### src/rtl/alu_control_mc.sv
// ALU control decode plus a multi-cycle radix-2 multiply/divide engine with HI/LO registers.
// Define ALU_CTRL_DIV_EN to build the restoring divider (DIV/DIVU); without it they decode as illegal.
module alu_control_mc #(
    parameter int WIDTH = 32
) (
    input  logic             clk,
    input  logic             rst_n,
    input  logic             valid,
    input  logic [1:0]       ALUOp,
    input  logic [5:0]       funct,
    input  logic [WIDTH-1:0] src_a,
    input  logic [WIDTH-1:0] src_b,
    output logic [3:0]       alu_ctrl,
    output logic             illegal,
    output logic             stall,
    output logic             busy,
    output logic             done,
    output logic [WIDTH-1:0] hilo_rd,
    output logic [WIDTH-1:0] hi,
    output logic [WIDTH-1:0] lo
);

    localparam int CW = $clog2(WIDTH + 1);

    typedef enum logic [1:0] {IDLE, RUN, FINISH} state_t;

    state_t             state, state_next;
    logic [CW-1:0]      count;
    logic [2*WIDTH-1:0] prod, step_prod, prod_fix;
    logic [WIDTH:0]     mul_sum;
    logic [WIDTH-1:0]   mcand, a_mag, b_mag, res_hi, res_lo;
    logic               is_mul, is_div, is_mf, is_signed, a_neg, b_neg, start;
    logic               op_div, neg_q;
`ifdef ALU_CTRL_DIV_EN
    logic               neg_r, div_zero;
    logic [WIDTH:0]     r_shift;
    logic [WIDTH+1:0]   div_diff;
    logic [WIDTH-1:0]   quot, rem;
`endif

    // NOTE: every combinational output gets a default first so no path infers a latch.
    always_comb begin
        alu_ctrl = 4'b0000;
        illegal  = 1'b0;
        is_mul   = 1'b0;
        is_div   = 1'b0;
        is_mf    = 1'b0;
        case (ALUOp)
            2'b00: alu_ctrl = 4'b0010;
            2'b01: alu_ctrl = 4'b0110;
            2'b11: alu_ctrl = 4'b0000;
            default: begin
                case (funct)
                    6'b100000, 6'b100001: alu_ctrl = 4'b0010;
                    6'b100010, 6'b100011: alu_ctrl = 4'b0110;
                    6'b100100:            alu_ctrl = 4'b0000;
                    6'b100101:            alu_ctrl = 4'b0001;
                    6'b100111:            alu_ctrl = 4'b1100;
                    6'b101010:            alu_ctrl = 4'b0111;
                    6'b101011:            alu_ctrl = 4'b1000;
                    6'b010000, 6'b010010: begin
                        alu_ctrl = 4'b1110;
                        is_mf    = 1'b1;
                    end
                    6'b011000, 6'b011001: is_mul = 1'b1;
`ifdef ALU_CTRL_DIV_EN
                    6'b011010, 6'b011011: is_div = 1'b1;
`endif
                    default:              illegal = 1'b1;
                endcase
            end
        endcase
    end

    // MULT and DIV have funct[0]=0; the unsigned variants have funct[0]=1.
    assign is_signed = ~funct[0];
    assign a_neg     = is_signed & src_a[WIDTH-1];
    assign b_neg     = is_signed & src_b[WIDTH-1];
    assign a_mag     = a_neg ? -src_a : src_a;
    assign b_mag     = b_neg ? -src_b : src_b;
    assign start     = valid & (is_mul | is_div) & ~busy;
    assign stall     = busy & valid & (is_mul | is_div | is_mf);
    assign hilo_rd   = (ALUOp == 2'b10 && funct == 6'b010000) ? hi : lo;

    always_comb begin
        state_next = state;
        case (state)
            IDLE:    if (start) state_next = RUN;
            RUN:     if (count == CW'(1)) state_next = FINISH;
            FINISH:  state_next = IDLE;
            default: state_next = IDLE;
        endcase
    end

    // Multiply keeps accumulator:multiplier in prod; divide keeps remainder:quotient.
    always_comb begin
        mul_sum   = {1'b0, prod[2*WIDTH-1:WIDTH]} + (prod[0] ? {1'b0, mcand} : '0);
        step_prod = {mul_sum, prod[WIDTH-1:1]};
`ifdef ALU_CTRL_DIV_EN
        r_shift  = {prod[2*WIDTH-1:WIDTH], prod[WIDTH-1]};
        div_diff = {1'b0, r_shift} - {2'b00, mcand};
        if (op_div) begin
            if (div_diff[WIDTH+1])
                step_prod = {r_shift[WIDTH-1:0], prod[WIDTH-2:0], 1'b0};
            else
                step_prod = {div_diff[WIDTH-1:0], prod[WIDTH-2:0], 1'b1};
        end
`endif
    end

    always_comb begin
        prod_fix = neg_q ? -prod : prod;
        res_hi   = prod_fix[2*WIDTH-1:WIDTH];
        res_lo   = prod_fix[WIDTH-1:0];
`ifdef ALU_CTRL_DIV_EN
        // A zero divisor leaves quotient all ones and remainder = |dividend|, so only LO needs forcing.
        quot = neg_q ? -prod[WIDTH-1:0] : prod[WIDTH-1:0];
        rem  = neg_r ? -prod[2*WIDTH-1:WIDTH] : prod[2*WIDTH-1:WIDTH];
        if (op_div) begin
            res_hi = rem;
            res_lo = div_zero ? '1 : quot;
        end
`endif
    end

    // NOTE: sequential state uses non-blocking assignments only, so all registers see pre-edge values.
    always_ff @(posedge clk) begin
        if (!rst_n) begin
            state    <= IDLE;
            count    <= '0;
            busy     <= 1'b0;
            done     <= 1'b0;
            hi       <= '0;
            lo       <= '0;
            prod     <= '0;
            mcand    <= '0;
            op_div   <= 1'b0;
            neg_q    <= 1'b0;
`ifdef ALU_CTRL_DIV_EN
            neg_r    <= 1'b0;
            div_zero <= 1'b0;
`endif
        end else begin
            state <= state_next;
            done  <= 1'b0;
            case (state)
                IDLE: if (start) begin
                    prod   <= {{WIDTH{1'b0}}, is_div ? a_mag : b_mag};
                    mcand  <= is_div ? b_mag : a_mag;
                    op_div <= is_div;
                    neg_q  <= a_neg ^ b_neg;
`ifdef ALU_CTRL_DIV_EN
                    neg_r    <= a_neg;
                    div_zero <= (src_b == '0);
`endif
                    count  <= CW'(WIDTH);
                    busy   <= 1'b1;
                end
                RUN: begin
                    prod  <= step_prod;
                    count <= count - CW'(1);
                end
                FINISH: begin
                    hi   <= res_hi;
                    lo   <= res_lo;
                    done <= 1'b1;
                    busy <= 1'b0;
                end
                default: ;
            endcase
        end
    end

endmodule

### config.mk
export PLATFORM = sky130hd
export DESIGN_NAME = alu_control_mc
export DESIGN_NICKNAME = d
export VERILOG_FILES = /design/src/rtl/alu_control_mc.sv
export SDC_FILE = /design/constraint.sdc
export NUM_CORES = 1
export LEC_CHECK = 0
export BUFFER_PORTS_ARGS = -buffer_cell sky130_fd_sc_hd__buf_2
export CAP_MARGIN = 20
export CORE_ASPECT_RATIO = 0.6
export CORE_MARGIN = 10
export CORE_UTILIZATION = 45
export DETAILED_ROUTE_END_ITERATION = 8
export HOLD_SLACK_MARGIN = 0.08
export PLACE_DENSITY = 0.66
export SETUP_SLACK_MARGIN = 0.3
export SLEW_MARGIN = 25
export SYNTH_ARGS = -nofsm -noshare
export SYNTH_HDL_FRONTEND = slang
export SYNTH_SLANG_ARGS = --single-unit
### constraint.sdc
create_clock -name clk -period 4.1 [get_ports clk]
set_clock_uncertainty 0.15 [all_clocks]
set_input_delay 0.41 -clock clk [delete_from_list [all_inputs] [get_ports clk]]
set_output_delay 0.41 -clock clk [all_outputs]
set_load 0.005 [all_outputs]
==> results.txt <==
Summing all flip-flop and latch instances after layout gives 3426 sq um. Die height: 140.8 um. The worst hold path stage count is 3, and the layout overhead on the synthesized area is 16.98%. The biggest area contributor in the post-synthesis netlist is dfxtp_1. The cell count of the worst reg-to-reg path is 8. In this run the standard cell core region covers 24060 sq um. In this run the deepest clock path goes through 2 buffers.

Routability-driven placement finished with a final weighted congestion of 0.9379. In this run the register-to-register setup slack is 640 ps. For this run, the number of Yosys warnings is 0.

The final route contains 10521 vias. The tools report the worst hold path startpoint as src_a[0]. The post-synthesis simple-gate area fraction is 0.2018. Summed over all nets, wire length on met2 after detailed routing comes to 14190 um. The run gives 5.961 nW as the leakage power total.

The final setup TNS is 0 ps. The flow ran to the end, and the final reports show no timing, DRC or antenna violations. The tools report the critical path endpoint category as a flop.

In the layout the commonest cells are 178 x buf_2, 176 x nand2_1, 169 x dfxtp_1, 139 x o21ai_0, 95 x xor2_1. The tools report the global-route total usage across every layer as 0.2111. The run gives 26590 um as the detailed-placement wirelength estimate. Of all nets on the critical path, the largest fanout is 7.

The highest metal layer carrying signal wires in the routed design is met4. By area the synthesized netlist is led by dfxtp_1 31%, xor2_1 7.6%, o21ai_0 6.4%, nand2_1 6.1%, ha_1 4.2%. The critical path is of the reg -> reg type.

The fraction of registers with async set/reset works out to 0. The first global-routing pass estimated 54070 um of wire. The hold-critical path endpoint was mcand[0]. The met3 wire length is 2629 um, and the total power density per cell area is 295.8 nW/um^2.

The net count after synthesis is 1457. The arithmetic-cell share of the synthesized area counting full adders, half adders and majority gates was 0.04413; the count of routing violations after the opening detailed-route iteration was 1040. In this run the critical register-to-register path is captured at hi[31].

The largest single stage delay on the critical path is 600 ps. The signal on the critical path passes through or4_1 > nor3_1 > nand3_1 > or4_4 > or3_4 > o31ai_4 > xor2_1 > o21ai_1. The relative max-transition margin was 0.4912.

TritonCTS built the clock tree. The combinational cell fraction of total power is 0.065, and the arrival time at the worst endpoint is 3630 ps. The portion of synthesized cell area occupied by the leading cell type was 0.3128; the synthesized area per cell was 8.143 sq um.

After synthesis, the largest family of logic cells by area is compound AO/OA/AOI/OAI gates. Fmax: 288.7 MHz. The number of iterations in the first detailed-routing pass is 8. Setup violations remaining at the end of the flow were counted as 0. Cell internal power dissipation: 2.914 mW. For the initial antenna violation count, the log shows 1. Number of core rows: 44. Clock latency at the later pin of the worst-skew pair: 440 ps.

The worst-case IR drop observed on VDD is 0.0002438 V. The part of the total power dissipated in the clock network was 0.495. The logs give 179 for the total I/O pin count and 0.3128 for the share of synthesized area occupied by flip-flops and latches.

In the synthesized netlist the dominant register cell turns out to be dfxtp_1. The total of buffers placed on input and output ports came out at 178. The die covers 31160 sq um. Counting flops and latches in the post-synthesis netlist gives 171. Largest net degree at the start of global routing: 67.

The min-delay analysis places its worst path in the category in -> reg. For the total number of nets in the final design, the log shows 1593. The tools report the startpoint of the worst register-to-register path as prod[10]. The number of global-route vias before repair came out at 9744.

Overall power consumption after layout is estimated at 3.787 mW. The buffers inserted during post-CTS setup optimization was 0. The library cell used most frequently in the layout, excluding fill and tap cells, is buf_2. The floorplan die width was 221.3 um. The count of distinct cell types in the synthesized netlist was 63; the number of vias per cell was 5.797.

The number of clock buffers added by TritonCTS is 17. The tools report the synthesized instance count as 1344. The period utilization came out at 0.8447. The logs give 0 for the total count of hold-check failures in the final report and 171 for the clock sink count. The complex-gate fraction of the synthesized area came out at 0.2507. The clock slew at the register clock pins of the worst setup and hold paths was 70 ps. Subtracting the final worst setup slack from the clock period gives 3463 ps.

Fill cells in the final layout number 2269. The post-route antenna net violation count came out at 0. The per-cell routed wire length works out to 18.88 um. The actual slew at the worst max-slew pin was 763.2 ps. Clock tree synthesis selected as its root buffer the cell clkbuf_16. The final-report max-slew violation count is 0, and the number of antenna repair diodes is 0. The run gives 4 as the level count of the clock H-tree. Max-cap violations in this run came to 0. The starting density of the core came out at 0.4549. The number of synthesized flops with an enable pin works out to 0. STA puts the critical path data required time at 4260 ps. The aggregate global routing overflow is 0. Setup repair after global routing left no endpoint under its margin. The run gives 7108 sq um as the area occupied by multi-input gates. The synthesized netlist occupies a cell area of 10940 sq um.

For the net switching power of the design, the log shows 0.8725 mW. The run gives 0 as the remaining design rule violation count. The sequential share of power is 0.440, and the wire length reported by the detailed router is 34270 um.

The tools report the met1 layer wirelength in the final routing as 17110 um. Slowest library cell on the worst path: or4_1. Share of final-layout standard cells stronger than drive strength 1: 0.1956. Startpoint kind of the worst setup timing path: a flop. The multiplexer area fraction after synthesis was 0.03395; the share of the synthesized netlist area taken by xor and xnor gates was 0.1168.

The switching part of the total was 0.2304.
synthesized netlist by cell type (all sizes together), types with 26 or more instances:
master,count
nand2,177
dfxtp,171
o21ai,143
xor2,95
clkbuf,79
a21oi,61
nor2,56
xnor2,51
o211a,43
and2,40
ha,37
nor2b,36
mux2,33
o31ai,33
inv,28
or3,27
a21o,26
logic make-up (layout without fill, tap and decap cells):
logic type               after synthesis  after routing
buffers and inverters                114            263
adder cells (fa/ha/maj)               38             38
flip-flops                           171            171
XOR/XNOR                             146            146
multiplexers                          33             33
AND/OR/NAND/NOR                      440            440
AO/OA/AOI/OAI                        402            402
worst max path at each step:
stage	from	end	slack (ps)
final	prod[10]	hi[31]	640
after global routing	prod[0]	prod[60]	350
after CTS	prod[0]	prod[51]	420
after detailed placement	prod[0]	prod[51]	440
after global placement	prod[0]	prod[60]	530
after floorplan	prod[0]	prod[60]	860
state kept, by name (all words and copies together) (netlist names):
name   count
count      6
hi        32
prod      64
mcand     32
done       1
lo        32
state      2
busy       1
neg_q      1
worst max-delay path: cells and delay by family, from the launching register on:
| kind | cells | cell delay [ps] |
|---|---|---|
| AND/OR/NAND/NOR | 5 | 2330 |
| AO/OA/AOI/OAI | 2 | 320 |
| XOR/XNOR | 1 | 170 |
| flip-flops | 1 | 370 |
timing repair:
| action | CTS | global route |
|---|---|---|
| resized for setup | 0 | 2 |
| endpoints found under the setup margin | 0 | 4 |
| hold buffers | 0 | 0 |
area by class of cell:
type	instances	area share
clock buffers	17	0.03323
clock inverters	15	0.02004
inverters	28	0.008210
multi-input cells	1059	0.5552
flip-flops and latches	171	0.2676
well taps	322	0.03147
repair buffers	203	0.08425
routing by layer:
layer / vias to the layer above / GRT usage
li1: 5131 / -
met1: 4995 / 0.3077
met2: 370 / 0.3050
met3: 25 / 0.05369
met4: 0 / 0.04164
met5: - / 0
power by group through the flow:
stage	clock network, mW	registers, mW	logic [mW]
6_report	1.87	1.67	0.247
5_1_grt	1.97	1.67	0.272
4_1_cts	1.90	1.67	0.247
3_5_place_dp	0	1.70	0.246
3_3_place_gp	0	1.70	0.242
2_1_floorplan	0	1.70	0.144
metrics by stage:
step / cell area (sq um) / worst slack, ps / std cells / hold WS [ps] / util
finish: 12800 / 636.8 / 1815 / 119.0 / 0.5321
global route: 12800 / 354.8 / 1815 / 131.0 / 0.5321
CTS: 12800 / 415.8 / 1815 / 109.2 / 0.5319
detailed placement: 12110 / 441.2 / 1783 / 308.9 / 0.5035
global placement: 12110 / 532.1 / 1783 / 298.7 / 0.5034
floorplan: 10940 / 861.4 / 1344 / 286.3 / -
No activity file was read; power rests on OpenSTA's default activity.
